File: src/rtl/cdc_bus_tx_if.sv
// rtl/cdc_bus_tx_if.sv - handshake/bus bundle between upstream, cdc_bus_tx and the destination domain
//
// Signals:
//   in_data   upstream word to transfer
//   in_valid  upstream word is valid
//   in_ready  transmitter accepts a word this cycle
//   out_data  registered word presented to the destination domain
//   out_req   request toggle, one edge per new word
//   ack_async acknowledge toggle from the destination domain (asynchronous)
//   busy      transfer outstanding
//   err       sticky timeout flag
// Modports: slave = transmitter side, master = upstream/destination side.
interface cdc_bus_tx_if #(
    parameter int WIDTH = 8
);
    logic [WIDTH-1:0] in_data;
    logic             in_valid;
    logic             in_ready;
    logic [WIDTH-1:0] out_data;
    logic             out_req;
    logic             ack_async;
    logic             busy;
    logic             err;

    modport slave (
        input  in_data,
        input  in_valid,
        input  ack_async,
        output in_ready,
        output out_data,
        output out_req,
        output busy,
        output err
    );

    modport master (
        output in_data,
        output in_valid,
        output ack_async,
        input  in_ready,
        input  out_data,
        input  out_req,
        input  busy,
        input  err
    );
endinterface

File: src/rtl/cdc_bus_tx.sv
// rtl/cdc_bus_tx.sv - source side of a toggle req/ack handshake moving a word into another clock domain
//
// Ports:
//   clk  source-domain clock, rising edge
//   rst  asynchronous active-low reset
//   bus  cdc_bus_tx_if.slave: in_data/in_valid/in_ready upstream handshake,
//        out_data/out_req to the destination, ack_async back from it, busy, err
// Optional feature: define CDC_TX_TIMEOUT_EN to enable the WAIT-state timeout
// counter and the sticky err flag; otherwise err is tied low.
module cdc_bus_tx #(
    parameter int WIDTH          = 8,
    parameter int SYNC_STAGES    = 2,
    parameter int TIMEOUT_CYCLES = 255
) (
    input  logic         clk,
    input  logic         rst,
    cdc_bus_tx_if.slave  bus
);

    // Reject configurations the synchronizer or counter cannot support.
    if (SYNC_STAGES < 2 || TIMEOUT_CYCLES < 1 || TIMEOUT_CYCLES > 65535) begin : g_param_check
        $error("cdc_bus_tx: SYNC_STAGES must be >= 2 and TIMEOUT_CYCLES in 1..65535");
    end

    typedef enum logic {
        ST_IDLE = 1'b0,
        ST_WAIT = 1'b1
    } state_t;

    state_t                 r_state;
    state_t                 w_state_next;
    logic [WIDTH-1:0]       r_data;
    logic                   r_req;
    logic [SYNC_STAGES-1:0] r_ack_s;
    logic                   w_ack_sync;
    logic                   w_aligned;
    logic                   w_in_ready;
    logic                   w_busy;
    logic                   w_capture;

    // ack_async enters stage 0 only; nothing else looks at the raw input.
    always_ff @(posedge clk or negedge rst) begin
        if (!rst) begin
            r_ack_s <= '0;
        end else begin
            r_ack_s <= {r_ack_s[SYNC_STAGES-2:0], bus.ack_async};
        end
    end

    assign w_ack_sync = r_ack_s[SYNC_STAGES-1];
    // Equal toggles mean the destination has consumed the last request.
    assign w_aligned  = (w_ack_sync == r_req);

    always_ff @(posedge clk or negedge rst) begin
        if (!rst) begin
            r_state <= ST_IDLE;
        end else begin
            r_state <= w_state_next;
        end
    end

    always_comb begin
        w_state_next = r_state;
        w_in_ready   = 1'b0;
        w_busy       = 1'b0;
        w_capture    = 1'b0;
        case (r_state)
            ST_IDLE: begin
                // A spurious ack edge in IDLE simply blocks acceptance until
                // the toggles line up again.
                w_in_ready = w_aligned;
                if (bus.in_valid && w_aligned) begin
                    w_capture    = 1'b1;
                    w_state_next = ST_WAIT;
                end
            end
            ST_WAIT: begin
                w_busy = 1'b1;
                if (w_aligned) begin
                    w_state_next = ST_IDLE;
                end
            end
            default: w_state_next = ST_IDLE;
        endcase
    end

    // Data and request change together on capture only, so out_data is stable
    // for the whole time the destination may be sampling it.
    always_ff @(posedge clk or negedge rst) begin
        if (!rst) begin
            r_data <= '0;
            r_req  <= 1'b0;
        end else if (w_capture) begin
            r_data <= bus.in_data;
            r_req  <= ~r_req;
        end
    end

    assign bus.out_data = r_data;
    assign bus.out_req  = r_req;
    assign bus.in_ready = w_in_ready;
    assign bus.busy     = w_busy;

`ifdef CDC_TX_TIMEOUT_EN
    localparam logic [15:0] L_TIMEOUT = 16'(TIMEOUT_CYCLES);

    logic [15:0] r_cnt;
    logic        r_err;

    // r_cnt holds the number of WAIT cycles seen in the current transfer.
    always_ff @(posedge clk or negedge rst) begin
        if (!rst) begin
            r_cnt <= '0;
            r_err <= 1'b0;
        end else begin
            if (w_capture) begin
                r_cnt <= '0;
            end else if (r_state == ST_WAIT && r_cnt != 16'hFFFF) begin
                r_cnt <= r_cnt + 16'd1;
            end
            if (r_state == ST_WAIT && r_cnt == L_TIMEOUT) begin
                r_err <= 1'b1;
            end
        end
    end

    assign bus.err = r_err;
`else
    assign bus.err = 1'b0;
`endif

endmodule

File: src/flat_wrapper.sv
// flat-port wrapper written by rule: the top's interface ports become plain ports
module cdc_bus_tx_flat 
#(
    parameter int WIDTH          = 8,
    parameter int SYNC_STAGES    = 2,
    parameter int TIMEOUT_CYCLES = 255
)
  (clk, rst, bus_in_data, bus_in_valid, bus_ack_async, bus_in_ready, bus_out_data, bus_out_req, bus_busy, bus_err);
  cdc_bus_tx_if #(.WIDTH(WIDTH)) bus_i ();
  input  logic clk;
  input  logic rst;
  input wire logic [$bits(bus_i.in_data)-1:0] bus_in_data;
  input wire logic [$bits(bus_i.in_valid)-1:0] bus_in_valid;
  input wire logic [$bits(bus_i.ack_async)-1:0] bus_ack_async;
  output wire logic [$bits(bus_i.in_ready)-1:0] bus_in_ready;
  output wire logic [$bits(bus_i.out_data)-1:0] bus_out_data;
  output wire logic [$bits(bus_i.out_req)-1:0] bus_out_req;
  output wire logic [$bits(bus_i.busy)-1:0] bus_busy;
  output wire logic [$bits(bus_i.err)-1:0] bus_err;
  assign bus_i.in_data = bus_in_data;
  assign bus_i.in_valid = bus_in_valid;
  assign bus_i.ack_async = bus_ack_async;
  assign bus_in_ready = bus_i.in_ready;
  assign bus_out_data = bus_i.out_data;
  assign bus_out_req = bus_i.out_req;
  assign bus_busy = bus_i.busy;
  assign bus_err = bus_i.err;
  cdc_bus_tx #(.WIDTH(WIDTH), .SYNC_STAGES(SYNC_STAGES), .TIMEOUT_CYCLES(TIMEOUT_CYCLES)) u_core (.clk(clk), .rst(rst), .bus(bus_i));
endmodule
File: config.mk
export PLATFORM = sky130hd
export DESIGN_NAME = cdc_bus_tx_flat
export DESIGN_NICKNAME = d
export VERILOG_FILES = /design/src/rtl/cdc_bus_tx_if.sv /design/src/rtl/cdc_bus_tx.sv /design/src/flat_wrapper.sv
export SDC_FILE = /design/constraint.sdc
export NUM_CORES = 1
export LEC_CHECK = 0
export ABC_AREA = 0
export CAP_MARGIN = 20
export CORE_AREA = 4 4 41 43
export CTS_CLUSTER_DIAMETER = 80
export DETAILED_ROUTE_END_ITERATION = 8
export DIE_AREA = 0 0 45 47
export PLACE_DENSITY = 0.71
export SETUP_SLACK_MARGIN = 0.15
export SYNTH_ARGS = -nofsm -noshare
export SYNTH_HDL_FRONTEND = slang
export SYNTH_SLANG_ARGS = --single-unit
export TNS_END_PERCENT = 1
File: constraint.sdc
create_clock -name clk -period 1.5 [get_ports clk]
set_input_delay 0.45 -clock clk [delete_from_list [all_inputs] [get_ports clk]]
set_output_delay 0.45 -clock clk [all_outputs]
set_load 0.05 [all_outputs]
* Yosys cells after proc, flatten, opt, wreduce, memory -nomap -nowiden
Cells that the tools add are included.
** Word-level totals
- Flip-flop bits (word level) :: 12
- Latch bits :: 0
- RAM bits :: 0
- Bits in read-only memories :: 0
- Input port bits :: 12
- Logic and storage cells :: 14
- Memories :: 0
** Operators by class
- Add/sub/neg operators :: 0
- Multipliers :: 0
- Divide/modulo/power cells :: 0
- $lt $le $gt $ge :: 0
- Eq/ne operators :: 1
- Shifts and indexed selects :: 0
- Mux-type cells :: 6
- Bitwise logic cells :: 2
- Reductions and logical operators :: 1
** Operator list (number)
- 1-bit two-way mux :: 5
- 1-bit NOT :: 2
- 1-bit one-hot mux with 2 select lines :: 1
- 1-bit == test :: 1
- 1-bit logical AND :: 1

* Longest topological paths before layout
Gate-level depths: netlist (run 1).
- Depth in word-level cells :: 4
- Depth in mapped cells :: 3

* Worst setup path after synthesis (run 1)
No wires, ideal clock.
- Path kind :: register to output
- Start point :: register u_core.r_req (netlist: u_core.bus.out_req)
- End point :: output port bus_in_ready
- Data arrival time :: 1.532 ns
- Required time :: 1.050 ns
- Path slack :: -0.482 ns
- Cell stages (with the launch flop) :: 3
- Path buffers :: 0
- Cell sequence :: dfrtp_1 -> xor2_2 -> nor2_1
** Between the ends
- Longest elaborated chain between the ends :: 2
** RTL lines
- start, declared :: RTL line cdc_bus_tx.sv:33 : logic r_req;
- start signal, assigned :: RTL line cdc_bus_tx.sv:95 : r_req <= ~r_req;
- 1-bit == test :: RTL line cdc_bus_tx.sv:52 : assign w_aligned = (w_ack_sync == r_req);
- 1-bit two-way mux :: RTL line cdc_bus_tx.sv:67 : case (r_state)
- end, declared :: RTL line flat_wrapper.sv:15 : output wire logic [$bits(bus_i.in_ready)-1:0] bus_in_ready;
No other way between the ends.

* Final worst setup path (run 1)
- Start point :: register u_core.r_ack_s[1]
- End point :: output port bus_in_ready
** Between the ends
- Longest elaborated chain between the ends :: 2
** RTL lines
- start, declared :: RTL line cdc_bus_tx.sv:34 : logic [SYNC_STAGES-1:0] r_ack_s;
- start signal, assigned :: RTL line cdc_bus_tx.sv:46 : r_ack_s <= {r_ack_s[SYNC_STAGES-2:0], bus.ack_async};
- 1-bit == test :: RTL line cdc_bus_tx.sv:52
- 1-bit two-way mux :: RTL line cdc_bus_tx.sv:67
No other way between the ends.

==> flow_summary.yaml, run 1 <==
worst_setup_path:
  worst_setup_path_start_kind: "register"
  crit_start: "u_core.r_ack_s[1]"
  worstPathRequired_ps: 1050
  reg2reg_slack_ps: -50
  ff2ff_path_depth: 4
  timing.rr.end: "u_core.bus.out_data[4]"
  critical_path_arrival_ps: 1170
  r2r-start: "u_core.r_ack_s[1]"
  timing.setup.critical_path_class: "reg -> out"
  setup_crit_end_kind: "primary output"
  worst-path-max-fanout: 2
  crit_path_end: "bus_in_ready"
yosys:
  synthesis.yosys.warnings: 0
  synth.lib_cells_used.distinct: 11
  yosys_register_bits: 12
  netlist_top_cells_area: "dfrtp_1 (66%), mux2_2 (20%), xor2_2 (3.6%)"
  synth_top_cell_by_area: "dfrtp_1"
  postSynthAreaPerCell_um2: 15.7
  synthCells: 29
  synthesis.nets: 41
  synth_sequential_area_ratio: 0.658
  syn_area_um2: 457
  portion_of_synthesized_cell_area_occupied_by_the_leading_cell_type: 0.658
die:
  std_cell_rows: 13
  initial_utilization: 0.351
  die_w_um: 45
  design.die.area_mm2: 0.00212
  core_region_area_mm2: 0.00130
  die_h_um: 47
  boundaryPins: 24
layout:
  num-nets-final: 70
  post_route_cells_drive_above_1_share: 0.561
  area_of_the_multi_input_gates_um2: 194
  diodes: 0
  fillerInstances: 106
  layout.area.seq_um2: 304
  syn2layout_area_growth_pct: 96.7
timing:
  layout_worst_path_cycle_share: 1.08
  min_period_ps: 1620
  hold_slack_ps: 358
  skew_ps: 2.82
  totalNegativeSetupSlack_ps: -234
  final-max-slew-violation-count: 0
  setup_viol: 9
  timing.final.ws_setup_ps: -121
  grt_setup_unrepaired: "true"
  max_clock_freq_mhz: 617
  max_slew_margin: 0.649
  worstMarginPinSlew_ps: 524
  final_hold_viol_count: 0
global_route:
  first_pass_grt_wire_length_um: 1550
  remaining_overflow_grt: 0
  first_global_vias: 361
  top_usage_layer: "met2"
  grt_util_all_layers: 0.105
  use_met2: 0.147
  grt.met3_usage: 0.0345
  use_met1: 0.138
  grt_start_max_net_pins: 13
  initial_antenna_violation_count: 0
clock_network:
  clkTransAtPathRegs_ps: 70
  clockBufferDepth: 2
  cts_root_buffer: "clkbuf_4"
  cts_htree_levels: 1
  cts_tree: "done"
  clk_latency_ps: 260
  tritoncts.num_buffers: 3
  cts.sinks: 12
detailed_routing:
  overall_routed_net_length_um: 936
  residual_drc: 0
  ant_nets: 0
  drtPass1Iterations: 2
  route.detailed.wl_per_inst_um: 13.0
  dr_total_vias: 329
  drt_iter0_markers: 1
  viasPerCell: 4.57
place:
  detailed_place_hpwl_um: 717
  port_buffers: 22
  routability_cong: 0.632
run_status:
  status: "finished with violations"
  failing_checks: "negative setup slack"
pwr:
  power.density_mw_per_mm2: 2690
  total_leakage_power_nw: 0.400
  worst_ir_drop_vdd_uv: 1530
  design_power_total_mw: 2.42
job:
  maxCapViolations: 0
hold_path:
  min_delay_worst_type: "reg -> reg"
  hold_start: "u_core.r_ack_s[0]"
layer usage:
metal	routed length [µm]	share of wire	vias to the layer above
met5	0	0	-
met4	0	0	0
met3	102	0.11	0
met2	419	0.45	16
met1	415	0.44	158
li1	-	-	155
cells in the mapped netlist:
cell / instances
conb_1: 1
nand2b_1: 1
nor2_4: 1
a21o_2: 1
nand2_1: 1
dfrtp_1: 12
o21ai_0: 1
xor2_2: 1
nor2_1: 1
buf_4: 1
mux2_2: 8
critical path, cell delays in order (launching register included):
cell and delay, ps:
dfrtp_2 450, xor2_4 200, nor2_4 120, buf_12 140
power breakdown:
part / leakage (nW) / switching, mW / internal, mW
registers: 0.139 / 0.155 / 0.466
logic: 0.246 / 0.753 / 0.847
clock network: 0.0150 / 0.0952 / 0.103
total: 0.400 / 1.00 / 1.42
per-stage QoR:
step	cells	worst slack, ps	util	cell area (µm²)
3_5_place_dp	66	-267	0.627	816
5_1_grt	72	-170	0.690	898
6_report	72	-121	0.690	898
4_1_cts	71	-131	0.684	890
2_1_floorplan	29	3.98	-	467
3_3_place_gp	66	-248	0.627	816
registers in the layout, summed over array words and instances (netlist names):
signal               count
u_core.r_ack_s           2
u_core.bus.out_data      8
u_core.r_state           1
u_core.bus.out_req       1
final cells by class:
class,instances,area share
tap,15,0.0209
sequential,12,0.338
timing repair buffer,25,0.396
clock buffer,4,0.0292
multi-input combinational,16,0.216
worst min path at each step:
stage          slack [ps]                endpoint  cells after the start
2_1_floorplan         150  u_core.bus.out_data[0]                      0
3_3_place_gp          340       u_core.r_ack_s[1]                      0
3_5_place_dp          330       u_core.r_ack_s[1]                      0
4_1_cts               350       u_core.r_ack_s[1]                      0
5_1_grt               370       u_core.r_ack_s[1]                      0
6_report              360       u_core.r_ack_s[1]                      0
what timing repair did:
item | 4_1_cts | 5_1_grt
resized for setup | 10 | 1
buffers inserted | 1 | 1
gates cloned | 0 | 0
pin swaps | 0 | 3
setup endpoints to repair | 10 | 11
hold endpoints to repair | 0 | 0
hold buffers | 0 | 0
cells in the final DEF (no fill, tap or decap):
cell type        instances
mux2_4                   7
mux2_2                   1
clkbuf_1                 1
dfrtp_1                  9
conb_1                   1
buf_4                    2
buf_6                    1
nor2_4                   2
dlygate4sd2_1            1
xor2_4                   1
nand2_1                  1
clkbuf_4                 3
nand2b_1                 1
o21ai_0                  1
buf_12                  11
dfrtp_2                  3
a21o_2                   1
clkdlybuf4s50_1         10
cells by family (layout without fill, tap and decap cells):
family,Yosys count,count (layout),share of synthesized area
flops,12,12,0.658
buf+inv,1,29,0.0164
mux,8,8,0.197
other cells,1,1,0.00821
xor+xnor,1,1,0.0356
compound gates,2,2,0.0301
simple gates,4,4,0.0548
Power figures use the tool's default switching activity.
==> run 2, diff against run 1 <==
- CORE_AREA: 4 4 41 43 -> 2 2 39 41
- DIE_AREA: 0 0 45 47 -> 0 0 41 43
- RECOVER_POWER: unset -> 100
==> flow_summary.yaml, run 2 (same netlist as run 1, synthesis figures left out) <==
timing:
  hold_slack_ps: 352
  skew_ps: 6.87
  final_hold_viol_count: 0
  final-max-slew-violation-count: 0
  layout_worst_path_cycle_share: 1.08
  worstMarginPinSlew_ps: 533
  max_clock_freq_mhz: 616
  grt_setup_unrepaired: "true"
  max_slew_margin: 0.644
  timing.final.ws_setup_ps: -122
  min_period_ps: 1620
  setup_viol: 1
layout:
  post_route_cells_drive_above_1_share: 0.536
  most_frequent_cells_in_the_layout: "dfrtp_1 (10), clkdlybuf4s50_1 (8), clkbuf_2 (8)"
  fin_util: 0.549
  largest_reg_flops: 8
  fillerInstances: 116
  mostFrequentLayoutCell: "dfrtp_1"
  syn2layout_area_growth_pct: 66.3
  design_area_um2: 759
  diodes: 0
  num-nets-final: 69
clock_network:
  cts.sinks: 12
  cts-hold-fix-buffers: 0
  cts_htree_levels: 1
  clockBufferDepth: 2
  clkTransAtPathRegs_ps: 70
  tritoncts.num_buffers: 3
  clk_latency_ps: 260
  cts_tree: "done"
  cts_root_buffer: "clkbuf_4"
worst_setup_path:
  timing.setup.critical_path_class: "reg -> out"
  worstPathRequired_ps: 1050
  setup_crit_end_kind: "primary output"
  worst_setup_path_start_kind: "register"
  worst-path-max-fanout: 3
  critical_path_arrival_ps: 1170
detailed_routing:
  route.detailed.wl_per_inst_um: 11.8
  drt_iter0_markers: 0
  overall_routed_net_length_um: 848
  ant_nets: 0
  viasPerCell: 4.29
  drtPass1Iterations: 1
  residual_drc: 0
  dr_total_vias: 309
job:
  maxCapViolations: 0
place:
  area_post_placement_um2: 817
  routability_cong: 0.649
  detailed_place_hpwl_um: 636
  port_buffers: 22
die:
  die_w_um: 41
  initial_utilization: 0.330
  design.die.area_mm2: 0.00176
  core_region_area_mm2: 0.00138
  std_cell_rows: 14
  boundaryPins: 24
  die_h_um: 43
global_route:
  grt_start_max_net_pins: 13
  initial_antenna_violation_count: 0
  first_pass_grt_wire_length_um: 1500
  first_global_vias: 332
  grt_util_all_layers: 0.129
  remaining_overflow_grt: 0
run_status:
  status: "finished with violations"
  failing_checks: "negative setup slack"
pwr:
  power.density_mw_per_mm2: 2560
  total_leakage_power_nw: 0.350
  worst_ir_drop_vdd_uv: 1420
hold_path:
  min_delay_worst_type: "reg -> reg"
[run 2: cell types whose count changed in the layout (fill, tap and decap cells not counted), moves of 2 or more]
| cell | before | now |
|---|---|---|
| buf_12 | 11 | 3 |
| mux2_4 | 7 | 3 |
| mux2_2 | 1 | 5 |
| clkdlybuf4s50_1 | 10 | 8 |
| dlygate4sd3_1 | 0 | 2 |
| clkbuf_2 | 0 | 8 |
[run 2: timing repair]
action	CTS	global route
gates resized for setup	2	4
endpoints found under the setup margin	10	11
cloned	0	0
pin swaps	0	0
setup buffers	1	0
[run 2: final timing paths]
kind / from / to / slack [ps] / cells past startpoint
setup / recovery: u_core.bus.out_req / bus_in_ready / -120 / 3
hold / removal: u_core.r_ack_s[0] / u_core.r_ack_s[1] / 350 / 0
setup reg to reg: u_core.bus.out_req / u_core.bus.out_data[4] / 60 / 3
hold reg to reg: u_core.r_ack_s[0] / u_core.r_ack_s[1] / 350 / 0
max in group asynchronous: rst / u_core.bus.out_req / 520 / 1
min in group asynchronous: rst / u_core.bus.out_data[6] / 600 / 1
[run 2: per-stage QoR]
stage / TNS [ps] / std cells / power, mW / worst slack (ps)
6_report: -122 / 72 / 1.95 / -122
5_1_grt: -178 / 72 / 2.05 / -176
4_1_cts: -138 / 72 / 2.34 / -138
3_5_place_dp: -2140 / 67 / 2.09 / -272
3_3_place_gp: -1950 / 67 / 2.09 / -249
2_1_floorplan: 0 / 29 / 1.31 / 3.98
[run 2: layout make-up]
type                    count  area [µm²]  share of cell area
flip-flops and latches     12         303               0.399
repair buffers             24         231               0.305
multi-input cells          16         179               0.236
clock buffers               4        26.3              0.0346
well taps                  16        20.0              0.0264
[run 2: where the power goes]
part	internal, mW	switching (mW)	total (mW)
clock	0.103	0.0953	0.198
sequential	0.465	0.0842	0.549
combinational	0.457	0.743	1.20
[run 2: critical path, cell delays in order (launching register included)]
cell and delay (ps):
dfrtp_2 450, xor2_4 210, nor2_4 110, buf_12 140
[run 2: per-layer routing]
| metal | track usage | vias to the layer above | share of wire |
|---|---|---|---|
| met5 | 0 | - | 0 |
| met4 | 0.0600 | 0 | 0 |
| met3 | 0.0524 | 0 | 0.079 |
| met2 | 0.172 | 15 | 0.51 |
| met1 | 0.178 | 146 | 0.41 |
| li1 | - | 148 | - |
==> variant (config.mk and constraints of run 2) <==
`WIDTH` is set to 8 in 3 places; all go to 7.
--- a/src/rtl/cdc_bus_tx_if.sv
+++ b/src/rtl/cdc_bus_tx_if.sv
@@ -11,7 +11,7 @@
 //   err       sticky timeout flag
 // Modports: slave = transmitter side, master = upstream/destination side.
 interface cdc_bus_tx_if #(
-    parameter int WIDTH = 8
+    parameter int WIDTH = 7
 );
     logic [WIDTH-1:0] in_data;
     logic             in_valid;
--- a/src/rtl/cdc_bus_tx.sv
+++ b/src/rtl/cdc_bus_tx.sv
@@ -8,7 +8,7 @@
 // Optional feature: define CDC_TX_TIMEOUT_EN to enable the WAIT-state timeout
 // counter and the sticky err flag; otherwise err is tied low.
 module cdc_bus_tx #(
-    parameter int WIDTH          = 8,
+    parameter int WIDTH          = 7,
     parameter int SYNC_STAGES    = 2,
     parameter int TIMEOUT_CYCLES = 255
 ) (
--- a/src/flat_wrapper.sv
+++ b/src/flat_wrapper.sv
@@ -1,7 +1,7 @@
 // flat-port wrapper written by rule: the top's interface ports become plain ports
 module cdc_bus_tx_flat 
 #(
-    parameter int WIDTH          = 8,
+    parameter int WIDTH          = 7,
     parameter int SYNC_STAGES    = 2,
     parameter int TIMEOUT_CYCLES = 255
 )
Interface: changed (resized bus_in_data and bus_out_data); port bits go from 24 to 22. The function was not compared with the original's and may differ.
==> variant against run 2 <==
The flow still finishes with violations (negative setup slack). Synthesized area down 2.2%. Fmax is 0.42% higher. Die area unchanged. Routed wire length is 3.4% lower. Largest cell class is now buffers. Hold slack better by 0.0049 ns. Sequential power up 5.3%. Total power increased by 16%. Design area up 15%. Global-route usage fell by 0.98 points. Setup slack better by 0.0068 ns. Sequential cell count fell by 1. Critical path type unchanged. Synthesized cell count decreased by 6.9%.
==> variant: results (changes against run 2) <==
largest net degree at the start of global routing -> 12 (-1)
status -> complete, but fails checks
fraction of layout cells with a size suffix above 1 -> 58.9% (+5.4 points)
failing checks -> negative setup slack
top post-synthesis cells by area -> dfrtp_1 (62%), mux2_4 (24%), xor2_2 (3.6%)
Worst-Margin Slew -> 0.578 ns (+0.0455 ns)
Post-Place Cell Area -> 812 sq um (-0.61%)
final wirelength -> 819 um (-3.4%)
register area share after synthesis -> 61.6% (-4.1 points)
first-pass GRT wire length -> 1.35 mm (-9.7%)
latest clock arrival within the worst-skew pair -> 0.26 ns (about the same)
vias in the first global route -> 331 (-0.30%)
worst slack at placement -> -0.189 ns (+0.0823 ns)
final setup violating endpoints -> 1 (unchanged)
Vias/cell -> 4.19 (-2.3%)
Clock Skews -> 0.000397 ns (-0.00647 ns)
placer congestion estimate -> 0.586 (-9.8%)
first drt pass iteration count -> 2 (+1)
layout net count -> 68 (-1.4%)
ant diodes -> 0 (unchanged)
most frequent cells after synthesis -> dfrtp_1 (11), mux2_4 (7)
Worst IR Drop VDD -> 0.00143 V (+0.69%)
Net Count, Synth -> 38 (-7.3%)
input/output buffers -> 20 (-9.1%)
initial drt markers -> 1 (+1)
Distinct cells, synth -> 11 (unchanged)
Lkg Pwr -> 0.390 nW (+11%)
min setup slack post-route -> -0.116 ns (+0.00678 ns)
Worst-path clk slew -> 0.06 ns
GRT Resource Usage Total -> 11.9% (-0.98 points)
max reg flops -> 7 (-1)
DP HPWL -> 649 um (+2.0%)
[variant: layout make-up]
| class | count | area, sq um |
|---|---|---|
| flip-flops and latches | 11 | 279 |
| fillers | 115 | 512 |
| repair buffers | 26 | 357 |
| well taps | 16 | 20.0 |
| clock buffers | 4 | 26.3 |
| multi-input cells | 15 | 190 |
[variant: per-stage QoR]
| stage | total power [W] | hold WS, ns | cells | setup TNS, ns |
|---|---|---|---|---|
| global route | 0.00237 | 0.361 | 72 | -0.161 |
| floorplan | 0.00127 | 0.154 | 27 | 0 |
| finish | 0.00227 | 0.357 | 72 | -0.116 |
| detailed placement | 0.00203 | 0.336 | 66 | -1.26 |
| CTS | 0.00229 | 0.356 | 71 | -0.131 |
| global placement | 0.00202 | 0.333 | 66 | -1.27 |
[variant: where the power goes]
part / leakage (nW) / switching, W / internal [W]
logic: 0.248 / 0.000682 / 0.000817
registers: 0.127 / 0.000153 / 0.000425
clock network: 0.0150 / 0.0000880 / 0.000103
total: 0.390 / 0.000923 / 0.00135
[variant: kinds of logic (layout without fill, tap and decap cells)]
group	after synthesis	in the layout	share of synthesized area, %
XOR/XNOR	1	1	3.64
other	1	1	0.840
flip-flops	11	11	61.6
multiplexers	7	7	23.5
AO/OA/AOI/OAI	2	2	3.08
buffers and inverters	1	30	1.68
AND/OR/NAND/NOR	4	4	5.60
[variant: path summary, 6_finish.rpt]
kind	from	cells after the start	slack (ns)	endpoint
worst max-delay path	u_core.r_ack_s[1]$_DFF_PN0_	3	-0.12	bus_in_ready
max in group asynchronous	rst	2	0.39	u_core.r_state$_DFF_PN0_
worst max register to register	u_core.r_ack_s[1]$_DFF_PN0_	5	0.06	u_core.bus.out_data[3]$_DFFE_PN0P_
worst min register to register	u_core.r_ack_s[0]$_DFF_PN0_	0	0.36	u_core.r_ack_s[1]$_DFF_PN0_
worst min-delay path	u_core.r_ack_s[0]$_DFF_PN0_	0	0.36	u_core.r_ack_s[1]$_DFF_PN0_
min in group asynchronous	rst	2	0.70	u_core.bus.out_data[4]$_DFFE_PN0P_
[variant: per-layer routing]
| metal | routed length (um) | vias to the layer above | part of all wire, % | track usage (%) |
|---|---|---|---|---|
| li1 | - | 148 | - | - |
| met2 | 409 | 21 | 50 | 18.1 |
| met1 | 311 | 133 | 38 | 14.1 |
| met5 | 0 | - | 0 | 0 |
| met4 | 0 | 0 | 0 | 6.00 |
| met3 | 98 | 0 | 12 | 4.19 |
[variant: critical path, stage by stage (launching register included)]
cell and delay [ns]:
dfrtp_2 0.44, xor2_4 0.20, nor2_4 0.13, buf_12 0.14
[variant: what timing repair did]
action / CTS / global route
endpoints found under the setup margin: 8 / 10
gates resized for setup: 4 / 1
setup buffers: 1 / 1
pin swaps: 1 / 2
hold endpoints to repair: 0 / 0
